File: config.mk
export PLATFORM = sky130hd
export DESIGN_NAME = spi_arbiter
export DESIGN_NICKNAME = d
export VERILOG_FILES = /design/src/rtl/spi_arbiter.sv
export SDC_FILE = /design/constraint.sdc
export NUM_CORES = 1
export LEC_CHECK = 0
export ABC_AREA = 1
export CORE_ASPECT_RATIO = 1.75
export CORE_MARGIN = 2
export CORE_UTILIZATION = 60
export CTS_BUF_LIST = sky130_fd_sc_hd__clkbuf_2
export DETAILED_ROUTE_END_ITERATION = 8
export DONT_BUFFER_PORTS = 1
export PLACE_DENSITY = 0.83
export SLEW_MARGIN = 20
export SYNTH_ARGS = -nofsm -noshare
export SYNTH_HDL_FRONTEND = slang
export SYNTH_SLANG_ARGS = --single-unit
File: constraint.sdc
create_clock -name clk -period 5.05 [get_ports clk]
set_input_delay 0.7575 -clock clk [delete_from_list [all_inputs] [get_ports clk]]
set_output_delay 0.7575 -clock clk [all_outputs]
set_load 0.01 [all_outputs]
File: src/rtl/spi_arbiter.sv
// spi_arbiter: round-robin arbiter that shares one SPI master among NUM_REQ
// requesters. Each grant runs one byte transfer: START strobe, WAIT for the
// rising edge of spi_done (or timeout), then a fixed GAP before re-arbitrating.
module spi_arbiter #(
    parameter int NUM_REQ    = 4,
    parameter int GAP_CYCLES = 2,
    parameter int TIMEOUT    = 64
) (
    input  logic                 clk,
    input  logic                 rst_n,
    input  logic [NUM_REQ-1:0]   req,
    input  logic [8*NUM_REQ-1:0] tx_data,
    output logic [NUM_REQ-1:0]   gnt,
    output logic [NUM_REQ-1:0]   rsp_valid,
    output logic [7:0]           rx_data,
    output logic                 err,
    output logic                 busy,
    output logic                 spi_start,
    output logic [7:0]           spi_data,
    input  logic                 spi_done,
    input  logic [7:0]           spi_rx
);

    localparam int PTR_W = $clog2(NUM_REQ);
    localparam int IDX_W = PTR_W + 1;
    localparam int CNT_W = $clog2(TIMEOUT);
    localparam int GAP_W = 4;

    typedef enum logic [1:0] {
        ST_IDLE  = 2'd0,
        ST_START = 2'd1,
        ST_WAIT  = 2'd2,
        ST_GAP   = 2'd3
    } state_t;

    state_t               state_q, state_d;
    logic [PTR_W-1:0]     rr_ptr_q, rr_ptr_d;
    logic [NUM_REQ-1:0]   gnt_q, gnt_d;
    logic [NUM_REQ-1:0]   rsp_q, rsp_d;
    logic [7:0]           rx_q, rx_d;
    logic                 err_q, err_d;
    logic                 busy_q, busy_d;
    logic                 start_q, start_d;
    logic [7:0]           data_q, data_d;
    logic                 done_q;
    logic [CNT_W-1:0]     cnt_q, cnt_d;
    logic [GAP_W-1:0]     gap_q, gap_d;

    logic                 any_req;
    logic [PTR_W-1:0]     winner;
    logic [7:0]           win_data;
    logic                 done_rise;
    logic                 cnt_at_limit;

    // A spi_done level that was already high before this cycle is not a completion.
    assign done_rise    = spi_done & ~done_q;
    assign cnt_at_limit = (cnt_q == CNT_W'(TIMEOUT - 1));

    // Round-robin search: first set req bit at or above rr_ptr, wrapping to 0.
    always_comb begin
        logic [IDX_W-1:0] idx;
        any_req = 1'b0;
        winner  = '0;
        idx     = '0;
        // Walk from the farthest offset down so the nearest candidate wins last.
        for (int k = NUM_REQ - 1; k >= 0; k--) begin
            idx = {1'b0, rr_ptr_q} + IDX_W'(k);
            if (idx >= IDX_W'(NUM_REQ)) begin
                idx = idx - IDX_W'(NUM_REQ);
            end
            if (req[idx[PTR_W-1:0]]) begin
                any_req = 1'b1;
                winner  = idx[PTR_W-1:0];
            end
        end
    end

    // Select the winning requester's byte from the packed tx_data bus.
    always_comb begin
        win_data = 8'h00;
        for (int i = 0; i < NUM_REQ; i++) begin
            if (winner == PTR_W'(i)) begin
                win_data = tx_data[8*i +: 8];
            end
        end
    end

    // Next-state logic of the transaction FSM.
    always_comb begin
        state_d = state_q;
        case (state_q)
            ST_IDLE:  if (any_req) state_d = ST_START;
            ST_START: state_d = ST_WAIT;
            ST_WAIT:  if (done_rise || cnt_at_limit) state_d = ST_GAP;
            ST_GAP:   if (gap_q == GAP_W'(GAP_CYCLES - 1)) state_d = ST_IDLE;
            default:  state_d = ST_IDLE;
        endcase
    end

    // Next values of every registered output and counter, keyed on the current state.
    always_comb begin
        gnt_d    = gnt_q;
        rsp_d    = '0;
        rx_d     = rx_q;
        err_d    = 1'b0;
        start_d  = 1'b0;
        data_d   = data_q;
        rr_ptr_d = rr_ptr_q;
        cnt_d    = cnt_q;
        gap_d    = gap_q;
        busy_d   = (state_d != ST_IDLE);
        case (state_q)
            ST_IDLE: begin
                if (any_req) begin
                    gnt_d    = NUM_REQ'(1) << winner;
                    start_d  = 1'b1;
                    data_d   = win_data;
                    rr_ptr_d = (winner == PTR_W'(NUM_REQ - 1)) ? '0 : winner + 1'b1;
                end
            end
            ST_START: begin
                cnt_d = '0;
            end
            ST_WAIT: begin
                if (!cnt_at_limit) begin
                    cnt_d = cnt_q + 1'b1;
                end
                // A done edge on the last allowed cycle still counts as success.
                if (done_rise) begin
                    rsp_d = gnt_q;
                    rx_d  = spi_rx;
                    gnt_d = '0;
                    gap_d = '0;
                end else if (cnt_at_limit) begin
                    rsp_d = gnt_q;
                    rx_d  = 8'h00;
                    err_d = 1'b1;
                    gnt_d = '0;
                    gap_d = '0;
                end
            end
            ST_GAP: begin
                gap_d = gap_q + 1'b1;
            end
            default: ;
        endcase
    end

    // State and output registers; reset abandons any transfer in flight silently.
    always_ff @(posedge clk) begin
        if (!rst_n) begin
            state_q  <= ST_IDLE;
            rr_ptr_q <= '0;
            gnt_q    <= '0;
            rsp_q    <= '0;
            rx_q     <= 8'h00;
            err_q    <= 1'b0;
            busy_q   <= 1'b0;
            start_q  <= 1'b0;
            data_q   <= 8'h00;
            done_q   <= 1'b0;
            cnt_q    <= '0;
            gap_q    <= '0;
        end else begin
            state_q  <= state_d;
            rr_ptr_q <= rr_ptr_d;
            gnt_q    <= gnt_d;
            rsp_q    <= rsp_d;
            rx_q     <= rx_d;
            err_q    <= err_d;
            busy_q   <= busy_d;
            start_q  <= start_d;
            data_q   <= data_d;
            done_q   <= spi_done;
            cnt_q    <= cnt_d;
            gap_q    <= gap_d;
        end
    end

    assign gnt       = gnt_q;
    assign rsp_valid = rsp_q;
    assign rx_data   = rx_q;
    assign err       = err_q;
    assign busy      = busy_q;
    assign spi_start = start_q;
    assign spi_data  = data_q;

endmodule

Yosys cells after proc, flatten, opt, wreduce, memory -nomap -nowiden
Index checks and enable logic that the tools add are counted.
- word-level logic and storage cells: 104
- output and inout port bits: 27
- input port bits: 47
- register bits after elaboration: 42
- shifts and indexed selects: 1
- equality and inequality tests: 11
- mux-type cells: 42
- reductions and logical operators: 16
- $lt $le $gt $ge: 8
- add/sub/neg operators: 10
- bitwise logic cells: 4
- operator list (operator ; number):
    2-to-1 mux 8 bit ; 6
    2-to-1 mux 2 bit ; 12
    2-to-1 mux 4 bit ; 5
    one-hot mux 4 bit (2 select lines) ; 2
    < comparator 2 x 3 -> 1 bit, second input constant ; 4
    one-hot mux 6 bit (2 select lines) ; 1
    AND reduction 2 bit ; 6
    2-to-1 mux 1 bit ; 10
    nonzero test 2 bit ; 5
    greater-or-equal comparator 3 bit, second input constant ; 3
    binary-select mux 1 bit (select 2 bit) ; 4
    equality test 2 bit, second input constant ; 4
    one-hot mux 2 bit (4 select lines) ; 1
    subtractor 2 x 1 -> 2 bit, second input constant ; 4
    adder 2 x 2 -> 3 bit, second input constant ; 2
    adder 6 x 1 -> 6 bit, second input constant ; 1
    equality test 6 bit, second input constant ; 1
    2-to-1 mux 6 bit ; 1
    adder 4 x 1 -> 4 bit, second input constant ; 1
    equality test 2 x 1 -> 1 bit, second input constant ; 2
    equality test 4 x 1 -> 1 bit, second input constant ; 1
    zero test 2 bit ; 2
    inequality test 2 bit, second input constant ; 2
    left shift 1 x 2 -> 4 bit, first input constant ; 1
    other kinds (9) ; 11

Logic depth before layout (Yosys ltp)
- depth after elaboration: 14
- depth in mapped cells: 19
- mapped depth without buffers: 18

Worst setup path before layout
OpenSTA, ideal clock, no wires.
- path type: input -> register
- start point: input port req[0]
- end point: register data_q[0] (netlist: spi_data[0])
- cell stages on the path: 18
- required time: 4.981 ns
- setup time: 0.069 ns
- path slack: 2.428 ns
- buffers on the path: 1
- data arrival time: 2.553 ns
- cell sequence: inv_1 > o21ai_0 > nand2_1 > nand2_1 > inv_1 > o21ai_0 > nand2_1 > nand2_1 > inv_1 > ha_1 > buf_2 > nor2_1 > nand2_1 > nand2_1 > o21ai_0 > nand2_1 > nand4_1 > a21oi_2
- longest elaborated chain between the ends: 11
- elaborated cells between the ends (all ways): 25
- classes of those cells: eq/ne: 3; mux: 20; reduce/logical: 2
- RTL lines (what ; line ; source):
    start, declared ; 11 ; input logic [NUM_REQ-1:0] req,
    binary-select mux 1 bit (select 2 bit) ; 71 ; if (req[idx[PTR_W-1:0]]) begin
    2-to-1 mux 1 bit (implied by the code) ; 71 ;
    2-to-1 mux 2 bit (4 in series) ; 71 ;
    zero test 2 bit ; 82 ; if (winner == PTR_W'(i)) begin
    2-to-1 mux 8 bit (4 in series) ; 82 ;
    end signal, assigned ; 173 ; data_q <= data_d;
    end, declared ; 44 ; logic [7:0] data_q, data_d;
Several ways; a longest one is shown, not always the timed one. The select of a mux whose other input is x is not followed.
A chain may end at the register's enable or synchronous reset.

Worst setup path after layout
- start point: register rr_ptr_q[0]
- end point: register data_q[6] (netlist: spi_data[6])
- longest elaborated chain between the ends: 14
- elaborated cells between the ends (all ways): 40
- classes of those cells: add/sub: 7; order compare: 4; eq/ne: 3; mux: 24; reduce/logical: 2
- RTL lines (what ; line ; source):
    start, declared ; 37 ; logic [PTR_W-1:0] rr_ptr_q, rr_ptr_d;
    start signal, assigned ; 166 ; rr_ptr_q <= rr_ptr_d;
    adder 2 x 2 -> 3 bit ; 67 ; idx = {1'b0, rr_ptr_q} + IDX_W'(k);
    greater-or-equal comparator 3 bit / subtractor 2 x 1 -> 2 bit (equally long branches) ; 68, 69 ;
    2-to-1 mux 2 bit ; 68 ; if (idx >= IDX_W'(NUM_REQ)) begin
    binary-select mux 1 bit (select 2 bit) ; 71 ;
    2-to-1 mux 1 bit (implied by the code) ; 71 ;
    2-to-1 mux 2 bit (4 in series) ; 71 ;
    zero test 2 bit ; 82 ;
    2-to-1 mux 8 bit (4 in series) ; 82 ;
Several ways; a longest one is shown, not always the timed one. The select of a mux whose other input is x is not followed.

==> results.py <==
metrics = {
    "status": {
        "status": "finished clean",
    },
    "grt": {
        "grt_busiest_layer": "met2",
        "grt_pass1_wl_um": 8010,
        "grt_use_met1_pct": 25.1,
        "antenna_found_initial": 0,
        "grt_pass1_vias": 1972,
        "gr-usage-met2_pct": 43.2,
        "gr-usage-all-layers_pct": 23.4,
        "grt_remaining_overflow": 0,
        "grt_max_degree": 26,
        "use_met3_pct": 5.34,
    },
    "floorplanning": {
        "dieArea_um2": 4250,
        "chipHeight_um": 84.8,
        "start_util_pct": 62.2,
        "die-width_um": 50.1,
        "core_um2": 3590,
        "ios": 74,
        "std_cell_rows": 29,
    },
    "logic_synthesis": {
        "syn-num-nets": 377,
        "seq_area_frac_synth_pct": 37.6,
        "synth.avg_cell_area_um2": 6.92,
        "ys_ff_latch": 42,
        "syn_area_um2": 2240,
        "ys_types": 28,
        "synth_cells": 323,
        "ys.warnings.count": 0,
    },
    "clocking": {
        "cts_hold_buf": 0,
        "postCtsSetupRepairBufs": 0,
        "cts.sinks": 42,
        "cts.clk_slew.worst_paths_ps": 220,
        "cts-root-buf": "clkbuf_2",
        "cts_tree": "yes",
        "cts_resized": 0,
        "clockBufferDepth": 2,
        "htreeDepth": 2,
        "insertion_delay_ps": 390,
        "numCtsBuffers": 5,
    },
    "sta": {
        "rsz0062_at_grt": "no",
        "setup-tns-final_ps": 0,
        "hold_viol": 0,
        "fmax_mhz": 342,
        "fin_skew_ps": 10.6,
        "period_share_pct": 57.9,
        "slew_violations": 0,
        "worstMarginPinSlew_ps": 978,
        "fin_hold_ws_ps": 446,
        "slew-limit-headroom_pct": 34.5,
        "setup_viol": 0,
        "period_minus_slack_ps": 2920,
    },
    "placement": {
        "dp_hpwl_um": 3560,
        "gp_congestion": 0.790,
        "io_buffers": 0,
    },
    "setup_path": {
        "rrSetupSlack_ps": 2130,
        "cp_max_fo": 11,
        "end_kind": "flip-flop",
        "path_class": "reg2reg",
        "r2r_start": "rr_ptr_q[0]",
        "critPathLaunchType": "flip-flop",
        "required_ps": 5390,
        "rr_endpoint": "spi_data[6]",
        "arrival_ps": 3260,
        "reg2regPathDepth": 17,
    },
    "final_layout": {
        "area_growth_pct": 1.40,
        "num_antenna_cells": 0,
        "drive_gt1_share_pct": 14.1,
        "final_nets": 373,
    },
    "routing": {
        "drt_iter0_markers": 56,
        "drc": 0,
        "avgViaCountPerCell": 5.49,
        "drt_wl_total_um": 4660,
        "wire_per_inst_um": 12.7,
        "drtPass1Iterations": 4,
        "ant_nets": 0,
        "vias": 2011,
    },
    "hold_path": {
        "holdPathStages": 2,
        "holdPathEnd": "done_q",
        "hp-class": "in2reg",
        "min_from": "spi_done",
    },
    "flow_run": {
        "maxCapViolations": 0,
    },
    "pwr": {
        "vdd_ir_drop_max_mv": 0.613,
        "power_mw": 1.35,
        "p_per_area_nw_per_um2": 596,
        "leakage_nw": 1.00,
    },
}
-- flip-flops by register name (all words and copies together) (netlist names) --
signal,cells
busy,1
cnt_q,6
done_q,1
err,1
gap_q,4
gnt,4
rr_ptr_q,2
rsp_valid,4
rx_data,8
spi_data,8
spi_start,1
state_q,2
-- metal layers --
| metal | vias up | part of all wire [%] |
|---|---|---|
| met5 | - | 0 |
| met4 | 0 | 1.6 |
| met3 | 8 | 5.8 |
| met2 | 61 | 53 |
| met1 | 908 | 40 |
| li1 | 1034 | - |
-- critical path, stage by stage, from the launching register on --
cell	delay, ps
dfxtp_1	580
inv_2	150
nand2_1	90
nand2_1	90
nand2_2	100
nand2_4	60
o21ai_0	160
nand2_1	70
nand2_1	130
inv_1	70
ha_1	310
nor2_1	420
nand2_1	100
nand2_1	80
o21ai_0	70
nand2_1	70
nand4_1	120
a21oi_2	180
-- power breakdown --
| group | internal [mW] | switching (mW) | leakage (nW) | total [mW] |
|---|---|---|---|---|
| logic | 0.261 | 0.477 | 0.633 | 0.737 |
| registers | 0.394 | 0.0748 | 0.343 | 0.469 |
| clock network | 0.0341 | 0.111 | 0.0289 | 0.145 |
| total | 0.689 | 0.663 | 1.00 | 1.35 |
-- per-stage QoR --
stage / std cells / cell area [um^2] / util [%] / worst slack [ps]
finish: 366 / 2270 / 63.1 / 2130
detailed placement: 358 / 2220 / 61.8 / 2020
global route: 366 / 2270 / 63.1 / 1850
floorplan: 323 / 2240 / - / 2430
CTS: 366 / 2270 / 63.1 / 2150
global placement: 358 / 2220 / 61.8 / 2150
-- area by class of cell --
cell class | count | area [um^2]
Fill cell | 330 | 1330
Multi-Input combinational cell | 239 | 1210
Sequential cell | 42 | 841
Inverter | 31 | 116
Tap cell | 46 | 57.6
Clock buffer | 5 | 25.0
Clock inverter | 3 | 21.3
-- synth_stat cells --
| master | number | area share [%] |
|---|---|---|
| nand2_1 | 104 | 17 |
| dfxtp_1 | 42 | 38 |
| inv_1 | 28 | 4.7 |
| a21oi_1 | 27 | 6.0 |
| nor2_1 | 19 | 3.2 |
| o21ai_0 | 15 | 3.4 |
| nand2_2 | 11 | 3.1 |
| nand3_1 | 11 | 2.5 |
| nand4_1 | 11 | 3.1 |
| or2_2 | 9 | 2.5 |
| a21oi_2 | 8 | 3.1 |
| ha_1 | 7 | 3.9 |
| clkbuf_1 | 5 | 0.84 |
| o21ai_1 | 5 | 1.1 |
| buf_2 | 3 | 0.67 |
| inv_2 | 3 | 0.50 |
| nand2_4 | 3 | 1.5 |
| nor3_1 | 2 | 0.45 |
| a22oi_1 | 1 | 0.34 |
| a31o_2 | 1 | 0.39 |
| a31oi_1 | 1 | 0.28 |
| and3_1 | 1 | 0.28 |
| buf_12 | 1 | 0.90 |
| buf_4 | 1 | 0.34 |
| buf_6 | 1 | 0.50 |
| nand3_4 | 1 | 0.78 |
| nor2_2 | 1 | 0.28 |
| o22ai_1 | 1 | 0.28 |
-- cells by family (layout without fill, tap and decap cells) --
kind of cell	after synthesis	count (layout)	share of synthesized area, %
compound gates	59	59	14.9
flops	42	42	37.6
fa+ha+maj	7	7	3.92
simple gates	173	173	35.1
buf+inv	42	39	8.45
-- cell usage in the layout, fill, tap and decap left out, drive strengths merged --
cell type / count
nand2: 118
o22ai: 1
and3: 1
o21ai: 20
clkinvlp: 1
nor2: 20
dfxtp: 42
clkbuf: 5
a31o: 1
inv: 31
nor3: 2
nand3: 12
clkinv: 2
a21oi: 35
nand4: 11
a22oi: 1
or2: 9
ha: 7
a31oi: 1
-- worst max-delay path by stage --
stage / startpoint / end / cells past startpoint
after detailed placement: req[0] / spi_data[6] / 17
after floorplan: req[0] / spi_data[0] / 18
final: rr_ptr_q[0] / spi_data[6] / 17
after global routing: rr_ptr_q[0] / spi_data[3] / 15
after global placement: req[0] / spi_data[3] / 17
after CTS: rr_ptr_q[0] / spi_data[6] / 17
Note: power is estimated with default switching activity, not from simulation.
